## config.mk

```make
export PLATFORM = sky130hd
export DESIGN_NAME = pipe_hazard_ctrl_flat
export DESIGN_NICKNAME = d
export VERILOG_FILES = /design/src/rtl/pipe_hazard_ctrl_pkg.sv /design/src/rtl/pipe_hazard_ctrl_if.sv /design/src/rtl/pipe_hazard_ctrl_sat_counter.sv /design/src/rtl/pipe_hazard_ctrl.sv /design/src/flat_wrapper.sv
export SDC_FILE = /design/constraint.sdc
export NUM_CORES = 1
export LEC_CHECK = 0
export ABC_AREA = 1
export CORE_ASPECT_RATIO = 0.6
export CORE_MARGIN = 4
export CORE_UTILIZATION = 51
export CTS_CLUSTER_SIZE = 16
export DETAILED_ROUTE_END_ITERATION = 8
export GPL_TIMING_DRIVEN = 0
export PLACE_DENSITY_LB_ADDON = 0.3
export SYNTH_ARGS = -nofsm -noshare
export SYNTH_HDL_FRONTEND = slang
export SYNTH_HIERARCHICAL = 1
export SYNTH_SLANG_ARGS = --single-unit
```

## constraint.sdc

```tcl
create_clock -name clk -period 1.8 [get_ports clk]
set_input_delay 0.36 -clock clk [delete_from_list [all_inputs] [get_ports clk]]
set_output_delay 0.36 -clock clk [all_outputs]
set_load 0.01 [all_outputs]
```

## src/rtl/pipe_hazard_ctrl_pkg.sv

```systemverilog
// Shared definitions for the pipeline hazard controller.
//   ctrl_state_t : sequencer state (RUN / MEM_WAIT)
//   REG_ZERO     : architectural $0, never a real dependency
//   ctrl_bus_t   : bundle of the enable and flush/bubble controls
package pipe_pkg;

  typedef enum logic {
    RUN      = 1'b0,
    MEM_WAIT = 1'b1
  } ctrl_state_t;

  localparam logic [4:0] REG_ZERO = 5'd0;

  typedef struct packed {
    logic pc_en;
    logic if_id_en;
    logic id_ex_en;
    logic ex_mem_en;
    logic mem_wb_en;
    logic if_id_flush;
    logic id_ex_flush;
    logic mem_wb_bubble;
  } ctrl_bus_t;

  // Free-running pipeline: everything loads, nothing is squashed.
  localparam ctrl_bus_t CTRL_RUN = '{
    pc_en: 1'b1, if_id_en: 1'b1, id_ex_en: 1'b1, ex_mem_en: 1'b1, mem_wb_en: 1'b1,
    if_id_flush: 1'b0, id_ex_flush: 1'b0, mem_wb_bubble: 1'b0
  };

  // Held in reset: nothing loads, every stage presents a nop.
  localparam ctrl_bus_t CTRL_RESET = '{
    pc_en: 1'b0, if_id_en: 1'b0, id_ex_en: 1'b0, ex_mem_en: 1'b0, mem_wb_en: 1'b0,
    if_id_flush: 1'b1, id_ex_flush: 1'b1, mem_wb_bubble: 1'b1
  };

  // lw in EX writes a register the ID instruction reads; $0 is excluded.
  function automatic logic load_use_hazard(
    input logic       ex_mem_read,
    input logic [4:0] ex_rt,
    input logic [4:0] id_rs,
    input logic [4:0] id_rt,
    input logic       id_uses_rt
  );
    return ex_mem_read && (ex_rt != REG_ZERO) &&
           ((ex_rt == id_rs) || (id_uses_rt && (ex_rt == id_rt)));
  endfunction

endpackage

```

## src/rtl/pipe_hazard_ctrl_if.sv

```systemverilog
// Signal bundle between the pipeline datapath and the hazard controller.
//   master : datapath side, drives hazard sources, receives controls
//   slave  : controller side, receives hazard sources, drives controls
interface pipe_hazard_ctrl_if #(
  parameter int CNT_W = 16
);
  logic [4:0]       id_rs;
  logic [4:0]       id_rt;
  logic             id_uses_rt;
  logic             id_j;
  logic             ex_mem_read;
  logic [4:0]       ex_rt;
  logic             ex_branch_taken;
  logic             mem_req;
  logic             mem_ready;

  logic             pc_en;
  logic             if_id_en;
  logic             id_ex_en;
  logic             ex_mem_en;
  logic             mem_wb_en;
  logic             if_id_flush;
  logic             id_ex_flush;
  logic             mem_wb_bubble;
  logic             mem_timeout;
  logic [CNT_W-1:0] stall_cnt;
  logic [CNT_W-1:0] flush_cnt;

  modport master (
    output id_rs, id_rt, id_uses_rt, id_j, ex_mem_read, ex_rt,
           ex_branch_taken, mem_req, mem_ready,
    input  pc_en, if_id_en, id_ex_en, ex_mem_en, mem_wb_en,
           if_id_flush, id_ex_flush, mem_wb_bubble, mem_timeout,
           stall_cnt, flush_cnt
  );

  modport slave (
    input  id_rs, id_rt, id_uses_rt, id_j, ex_mem_read, ex_rt,
           ex_branch_taken, mem_req, mem_ready,
    output pc_en, if_id_en, id_ex_en, ex_mem_en, mem_wb_en,
           if_id_flush, id_ex_flush, mem_wb_bubble, mem_timeout,
           stall_cnt, flush_cnt
  );

endinterface

```

## src/rtl/pipe_hazard_ctrl_sat_counter.sv

```systemverilog
// Saturating up-counter used for debug event counts.
//   clk, rst : clock, asynchronous active-high reset (clears count)
//   inc      : add one this cycle unless already all-ones
//   count    : current value
module sat_counter #(
  parameter int W = 16
) (
  input  logic         clk,
  input  logic         rst,
  input  logic         inc,
  output logic [W-1:0] count
);

  logic [W-1:0] count_q;
  logic [W-1:0] count_d;

  always_comb begin
    count_d = count_q;
    if (inc && (count_q != '1)) begin
      count_d = count_q + 1'b1;
    end
  end

  always_ff @(posedge clk or posedge rst) begin
    if (rst) begin
      count_q <= '0;
    end else begin
      count_q <= count_d;
    end
  end

  assign count = count_q;

endmodule

```

## src/rtl/pipe_hazard_ctrl.sv

```systemverilog
// Stall/flush sequencer for the five-stage MIPS pipeline.
//   clk, rst : clock, asynchronous active-high reset
//   bus      : slave side of pipe_hazard_ctrl_if
//              inputs  - ID source regs, jump, EX load/branch, MEM handshake
//              outputs - PC/IF_ID/ID_EX/EX_MEM/MEM_WB enables, IF_ID and
//                        ID_EX flushes, MEM_WB bubble, sticky memory
//                        timeout, saturating stall and flush counts
// Controls are combinational from state and inputs (zero latency).
module pipe_hazard_ctrl
  import pipe_pkg::*;
#(
  parameter int CNT_W    = 16,
  parameter int MAX_WAIT = 15
) (
  input logic               clk,
  input logic               rst,
  pipe_hazard_ctrl_if.slave bus
);

  localparam int WAIT_W = (MAX_WAIT < 1) ? 1 : $clog2(MAX_WAIT + 1);
  localparam logic [WAIT_W-1:0] WAIT_LIMIT = WAIT_W'(MAX_WAIT);

  ctrl_state_t       state_q, state_d;
  logic [WAIT_W-1:0] wait_cnt_q, wait_cnt_d;
  logic              mem_timeout_q, mem_timeout_d;

  ctrl_bus_t ctrl;
  logic      mem_wait;
  logic      load_use;
  logic      wait_inc;

  // Next state, wait tracking and the priority-ordered control decode.
  always_comb begin
    state_d       = state_q;
    wait_cnt_d    = wait_cnt_q;
    mem_timeout_d = mem_timeout_q;
    ctrl          = CTRL_RUN;

    // A MEM_WAIT cycle with mem_ready set is already a release cycle.
    mem_wait = (state_q == MEM_WAIT) ? !bus.mem_ready
                                     : (bus.mem_req && !bus.mem_ready);
    load_use = load_use_hazard(bus.ex_mem_read, bus.ex_rt, bus.id_rs,
                               bus.id_rt, bus.id_uses_rt);
    wait_inc = (state_q == MEM_WAIT) && !bus.mem_ready;

    unique case (state_q)
      RUN:      if (bus.mem_req && !bus.mem_ready) state_d = MEM_WAIT;
      MEM_WAIT: if (bus.mem_ready)                 state_d = RUN;
      default:  state_d = RUN;
    endcase

    if (state_d == RUN) begin
      wait_cnt_d = '0;
    end else if (wait_inc && (wait_cnt_q != WAIT_LIMIT)) begin
      wait_cnt_d = wait_cnt_q + 1'b1;
    end

    if (wait_inc && (wait_cnt_d == WAIT_LIMIT)) begin
      mem_timeout_d = 1'b1;
    end

    if (rst) begin
      ctrl = CTRL_RESET;
    end else if (mem_wait) begin
      // Freeze everything upstream; flushes stay low so a pending
      // branch/jump is still there when memory releases.
      ctrl.pc_en         = 1'b0;
      ctrl.if_id_en      = 1'b0;
      ctrl.id_ex_en      = 1'b0;
      ctrl.ex_mem_en     = 1'b0;
      ctrl.mem_wb_bubble = 1'b1;
    end else if (bus.ex_branch_taken) begin
      ctrl.if_id_flush = 1'b1;
      ctrl.id_ex_flush = 1'b1;
    end else if (load_use) begin
      // Jump in ID is held with the stalled IF_ID and re-evaluated.
      ctrl.pc_en       = 1'b0;
      ctrl.if_id_en    = 1'b0;
      ctrl.id_ex_flush = 1'b1;
    end else if (bus.id_j) begin
      ctrl.if_id_flush = 1'b1;
    end
  end

  always_ff @(posedge clk or posedge rst) begin
    if (rst) begin
      state_q       <= RUN;
      wait_cnt_q    <= '0;
      mem_timeout_q <= 1'b0;
    end else begin
      state_q       <= state_d;
      wait_cnt_q    <= wait_cnt_d;
      mem_timeout_q <= mem_timeout_d;
    end
  end

  sat_counter #(.W(CNT_W)) u_stall_cnt (
    .clk   (clk),
    .rst   (rst),
    .inc   (!ctrl.pc_en),
    .count (bus.stall_cnt)
  );

  sat_counter #(.W(CNT_W)) u_flush_cnt (
    .clk   (clk),
    .rst   (rst),
    .inc   (ctrl.if_id_flush || ctrl.id_ex_flush),
    .count (bus.flush_cnt)
  );

  assign bus.pc_en         = ctrl.pc_en;
  assign bus.if_id_en      = ctrl.if_id_en;
  assign bus.id_ex_en      = ctrl.id_ex_en;
  assign bus.ex_mem_en     = ctrl.ex_mem_en;
  assign bus.mem_wb_en     = ctrl.mem_wb_en;
  assign bus.if_id_flush   = ctrl.if_id_flush;
  assign bus.id_ex_flush   = ctrl.id_ex_flush;
  assign bus.mem_wb_bubble = ctrl.mem_wb_bubble;
  assign bus.mem_timeout   = mem_timeout_q;

endmodule

```

## src/flat_wrapper.sv

```systemverilog
// flat-port wrapper written by rule: the top's interface ports become plain ports
module pipe_hazard_ctrl_flat import pipe_pkg::*;
#(
  parameter int CNT_W    = 16,
  parameter int MAX_WAIT = 15
)
  (clk, rst, bus_id_rs, bus_id_rt, bus_id_uses_rt, bus_id_j, bus_ex_mem_read, bus_ex_rt, bus_ex_branch_taken, bus_mem_req, bus_mem_ready, bus_pc_en, bus_if_id_en, bus_id_ex_en, bus_ex_mem_en, bus_mem_wb_en, bus_if_id_flush, bus_id_ex_flush, bus_mem_wb_bubble, bus_mem_timeout, bus_stall_cnt, bus_flush_cnt);
  pipe_hazard_ctrl_if #(.CNT_W(CNT_W)) bus_i ();
  input logic clk;
  input logic rst;
  input wire logic [$bits(bus_i.id_rs)-1:0] bus_id_rs;
  input wire logic [$bits(bus_i.id_rt)-1:0] bus_id_rt;
  input wire logic [$bits(bus_i.id_uses_rt)-1:0] bus_id_uses_rt;
  input wire logic [$bits(bus_i.id_j)-1:0] bus_id_j;
  input wire logic [$bits(bus_i.ex_mem_read)-1:0] bus_ex_mem_read;
  input wire logic [$bits(bus_i.ex_rt)-1:0] bus_ex_rt;
  input wire logic [$bits(bus_i.ex_branch_taken)-1:0] bus_ex_branch_taken;
  input wire logic [$bits(bus_i.mem_req)-1:0] bus_mem_req;
  input wire logic [$bits(bus_i.mem_ready)-1:0] bus_mem_ready;
  output wire logic [$bits(bus_i.pc_en)-1:0] bus_pc_en;
  output wire logic [$bits(bus_i.if_id_en)-1:0] bus_if_id_en;
  output wire logic [$bits(bus_i.id_ex_en)-1:0] bus_id_ex_en;
  output wire logic [$bits(bus_i.ex_mem_en)-1:0] bus_ex_mem_en;
  output wire logic [$bits(bus_i.mem_wb_en)-1:0] bus_mem_wb_en;
  output wire logic [$bits(bus_i.if_id_flush)-1:0] bus_if_id_flush;
  output wire logic [$bits(bus_i.id_ex_flush)-1:0] bus_id_ex_flush;
  output wire logic [$bits(bus_i.mem_wb_bubble)-1:0] bus_mem_wb_bubble;
  output wire logic [$bits(bus_i.mem_timeout)-1:0] bus_mem_timeout;
  output wire logic [$bits(bus_i.stall_cnt)-1:0] bus_stall_cnt;
  output wire logic [$bits(bus_i.flush_cnt)-1:0] bus_flush_cnt;
  assign bus_i.id_rs = bus_id_rs;
  assign bus_i.id_rt = bus_id_rt;
  assign bus_i.id_uses_rt = bus_id_uses_rt;
  assign bus_i.id_j = bus_id_j;
  assign bus_i.ex_mem_read = bus_ex_mem_read;
  assign bus_i.ex_rt = bus_ex_rt;
  assign bus_i.ex_branch_taken = bus_ex_branch_taken;
  assign bus_i.mem_req = bus_mem_req;
  assign bus_i.mem_ready = bus_mem_ready;
  assign bus_pc_en = bus_i.pc_en;
  assign bus_if_id_en = bus_i.if_id_en;
  assign bus_id_ex_en = bus_i.id_ex_en;
  assign bus_ex_mem_en = bus_i.ex_mem_en;
  assign bus_mem_wb_en = bus_i.mem_wb_en;
  assign bus_if_id_flush = bus_i.if_id_flush;
  assign bus_id_ex_flush = bus_i.id_ex_flush;
  assign bus_mem_wb_bubble = bus_i.mem_wb_bubble;
  assign bus_mem_timeout = bus_i.mem_timeout;
  assign bus_stall_cnt = bus_i.stall_cnt;
  assign bus_flush_cnt = bus_i.flush_cnt;
  pipe_hazard_ctrl #(.CNT_W(CNT_W), .MAX_WAIT(MAX_WAIT)) u_core (.clk(clk), .rst(rst), .bus(bus_i));
endmodule
```

==> qor.txt <==
===========================================================================================
Area fraction of the dominant cell type after synthesis                               0.348
Root buffer cell                                                               sky130_fd_sc_hd__clkbuf_8
Area of the core region                                                            5130 um2
Transition at the pin with the smallest max-transition slack                       0.668 ns
Placer congestion estimate                                                            0.858
Endpoints failing hold                                                                    0
Detailed-route DRC error count                                                            0
Number of antenna violations at the first check in global routing                         0
Cells along the critical path                                                  o21a_4, nor2_4, buf_12, nand2_4, inv_4, buf_6, buf_6
Maximum fanout along the worst path                                                       3
Share of the yosys chip area belonging to registers                                   0.348
Final hold slack                                                                   0.178 ns
Areal power density over the cells                                               959 nW/um2
Filler instances                                                                        412
Critical path's most frequent cell                                             sky130_fd_sc_hd__buf_6
Critical Path AT                                                                    1.44 ns
Starting utilization of the core area                                                 0.533
Period Utilization, post-route                                                         1.00
Violated checks                                                                negative setup slack
Maximum ir drop on the vdd rail                                                    0.952 mV
Via count                                                                              2773
Row count                                                                                20
CP max stage cell                                                              sky130_fd_sc_hd__dfrtp_1
Area leader, netlist                                                           sky130_fd_sc_hd__dfrtp_1
Synthesized instance count                                                              405
Final Skew                                                                       0.00912 ns
Largest net degree at the start of global routing                                        17
Global routing met1 resource utilization                                              0.336
Met2 demand-to-capacity share in global routing                                       0.343
Total global routing overflow                                                             0
H-Tree Depth                                                                              2
Total clock buffers created by CTS                                                        5
Kind of cell with the highest combined delay on the critical path                flip-flops
Worst min path class                                                           primary input to async pin
Detailed-router iteration count before antenna repair                                     6
Setup WS post-layout                                                            -0.00173 ns
Syn_area_per_cell                                                                  6.76 um2
Sum of negative setup slack                                                     -0.00173 ns
Busiest metal layer after global routing                                               met2
Number of design-rule violations left by the first detailed-router iteration            244
Setup crit start kind                                                                  flop
Number of different library cells in the post-synthesis netlist                          22
Average vias per placed instance                                                       5.04
Detailed-placement wirelength estimate                                              5350 um
Final setup vio count                                                                     1
Global-route usage over all layers                                                    0.227
Total count of max-transition violations in the final report                              0
RSZ-0062 raised after global routing                                                    yes
First-pass GRT wire length                                                         11900 um
Floorplan die width                                                                  103 um
Worst slew margin                                                                     0.554
Highest clock rate                                                                  555 MHz
Post-CTS Hold Fix Bufs                                                                    0
Fraction of final layout cells with drive strength greater than 1                     0.231
Final nets                                                                              509
Shortest clock period the worst path allows after layout                            1.80 ns
Sum of routed wire length over all layers                                           7070 um
Number of routed nets with antenna violations                                             0
Net count after synthesis                                                               431
Run status                                                                     finished, violations left
Wire length per cell after detailed routing                                         12.8 um
Number of antenna repair diodes                                                           0
Fraction of the core area covered by cells at the end of the flow                     0.708
CTS tree                                                                                yes
Critical path type                                                             flop to output port
Cell types with the largest area share after synthesis                         sky130_fd_sc_hd__dfrtp_1 35%, sky130_fd_sc_hd__nand2_1 21%, sky130_fd_sc_hd__inv_1 7.4%
Layout overhead on the synthesized area                                               32.7%
IO Pins                                                                                  64
Flip-flop and latch count after synthesis                                                38
Latest clock arrival within the worst-skew pair                                     0.29 ns
Source of the critical timing path                                             u_core/state_q
PortBufs                                                                                 63
Number of cells in the finished layout apart from fillers                               550
CTS sink cnt                                                                             38
Clock edge transition at the registers on the reported setup and hold paths         0.07 ns
Via count of the first global-routing pass                                             2539
Crit path buf inv count                                                                   4
Die area                                                                           6640 um2
Synth warnings                                                                            6
Worst endpoint required time                                                        1.44 ns
Max Root-Sink Buffers                                                                     2
Number of max-cap violations                                                              0
Slowest cell delay on critical path                                                 0.41 ns
Cell total after placement                                                              534
Worst Setup End Kind                                                            output port
GRT met3 Usage                                                                       0.0473
Leakage power                                                                       1.69 nW
Summed instance area of the synthesized netlist                                    2740 um2
Die span in y                                                                       64.7 um
Launch instance of the worst register-to-register path                         u_core/state_q
===========================================================================================
-- final cells by class --
class,count,area [um2],share of cell area
buffer,4,48.8,0.0134
clock buffer,7,76.3,0.0210
clock inverter,1,30.0,0.00827
inverter,57,219,0.0603
multi-input combinational,306,1600,0.439
sequential,38,953,0.263
tap,66,82.6,0.0227
timing repair buffer,71,626,0.172
-- sequential cells by signal (all words and copies together), names as in the netlist --
signal,count
u_core/bus.mem_timeout,1
u_core/state_q,1
u_core/u_stall_cnt/count,16
u_core/u_flush_cnt/count,16
u_core/wait_cnt_q,4
-- stage by stage --
| stage | setup WS, ns | power (W) | instance area (um2) |
|---|---|---|---|
| after floorplan | 0.164 | 0.00209 | 2740 |
| after global placement | -0.887 | 0.00269 | 3450 |
| after detailed placement | -0.897 | 0.00273 | 3450 |
| after CTS | -0.0550 | 0.00347 | 3610 |
| after global routing | -0.0829 | 0.00374 | 3630 |
| final | -0.00173 | 0.00348 | 3630 |
-- cell usage in the layout (no fill, tap or decap), types with 2 or more instances in the layout --
cell type	instances
sky130_fd_sc_hd__buf_2	5
sky130_fd_sc_hd__inv_4	2
sky130_fd_sc_hd__o21ai_2	12
sky130_fd_sc_hd__nand2_2	17
sky130_fd_sc_hd__nand3b_1	4
sky130_fd_sc_hd__ha_2	2
sky130_fd_sc_hd__buf_4	8
sky130_fd_sc_hd__clkbuf_1	2
sky130_fd_sc_hd__xor2_1	6
sky130_fd_sc_hd__o21ai_1	9
sky130_fd_sc_hd__o21ai_0	2
sky130_fd_sc_hd__buf_6	3
sky130_fd_sc_hd__nand3_2	3
sky130_fd_sc_hd__nor2_4	13
sky130_fd_sc_hd__clkdlybuf4s15_1	3
sky130_fd_sc_hd__dfrtp_2	2
sky130_fd_sc_hd__dfrtp_1	36
sky130_fd_sc_hd__xnor2_1	5
sky130_fd_sc_hd__nand4_1	11
sky130_fd_sc_hd__nand3_1	23
sky130_fd_sc_hd__nand2_1	149
sky130_fd_sc_hd__clkdlybuf4s50_1	37
sky130_fd_sc_hd__buf_8	2
sky130_fd_sc_hd__inv_1	45
sky130_fd_sc_hd__clkbuf_2	9
sky130_fd_sc_hd__nor2_1	33
sky130_fd_sc_hd__nor2_2	12
sky130_fd_sc_hd__inv_2	10
sky130_fd_sc_hd__dlygate4sd2_1	6
sky130_fd_sc_hd__clkbuf_8	5
-- synth_stat cells --
cell type,n
sky130_fd_sc_hd__inv_1,54
sky130_fd_sc_hd__nand4_1,11
sky130_fd_sc_hd__ha_1,3
sky130_fd_sc_hd__o21ai_0,3
sky130_fd_sc_hd__o21ai_1,8
sky130_fd_sc_hd__dfrtp_1,38
sky130_fd_sc_hd__inv_2,3
sky130_fd_sc_hd__nand2_2,14
sky130_fd_sc_hd__or2_2,1
sky130_fd_sc_hd__o21a_2,1
sky130_fd_sc_hd__nor2_1,40
sky130_fd_sc_hd__nand3b_1,4
sky130_fd_sc_hd__xnor2_1,5
sky130_fd_sc_hd__nand3_1,26
sky130_fd_sc_hd__nor2_4,11
sky130_fd_sc_hd__nor2_2,7
sky130_fd_sc_hd__a21oi_2,1
sky130_fd_sc_hd__buf_8,2
sky130_fd_sc_hd__xor2_1,6
sky130_fd_sc_hd__o21ai_2,12
sky130_fd_sc_hd__nand2_1,153
sky130_fd_sc_hd__buf_4,2
-- worst reg2reg max path, stage by stage, from the launching register on --
cell and delay [ns]:
sky130_fd_sc_hd__dfrtp_1 0.41, sky130_fd_sc_hd__o21a_4 0.23, sky130_fd_sc_hd__inv_1 0.14, sky130_fd_sc_hd__nand2_1 0.13
sky130_fd_sc_hd__nand3_2 0.13, sky130_fd_sc_hd__inv_2 0.07, sky130_fd_sc_hd__nor2_1 0.10, sky130_fd_sc_hd__nand2_1 0.07
sky130_fd_sc_hd__nor2_2 0.14, sky130_fd_sc_hd__nand3_1 0.08, sky130_fd_sc_hd__nand2_1 0.07, sky130_fd_sc_hd__inv_1 0.04
-- final timing paths --
kind / endpoint / slack [ns] / cells after the start
worst max-delay path: bus_pc_en / -0.002 / 7
worst min-delay path: u_core/bus.mem_timeout / 0.18 / 2
worst max register to register: u_core/u_flush_cnt/count[13] / 0.11 / 11
worst min register to register: u_core/bus.mem_timeout / 0.47 / 2
max in group asynchronous: u_core/u_stall_cnt/count[0] / 0.89 / 2
min in group clk: u_core/bus.mem_timeout / 0.47 / 2
-- power breakdown --
part	switching [W]	internal (W)
combinational	0.000726	0.000690
sequential	0.000303	0.00105
clock	0.000302	0.000415
-- layer usage --
layer  share of wire  up-vias
met5               0        -
met4          0.0075        0
met3           0.063        8
met2            0.43       91
met1            0.50     1259
li1                -     1415
-- cells by family (layout without fill, tap and decap cells) --
family,Yosys count,after routing,synth area share
compound gates,25,25,0.0649
xor+xnor,11,11,0.0352
fa+ha+maj,3,3,0.0137
buf+inv,61,140,0.0946
flops,38,38,0.348
simple gates,267,267,0.444
-- what timing repair did --
item                                    4_1_cts  5_1_grt
setup buffers                                 3        5
gates resized for setup                      64       45
endpoints found under the setup margin       38       37
pin swaps                                    12       16
No activity file was read; power rests on OpenSTA's default activity.
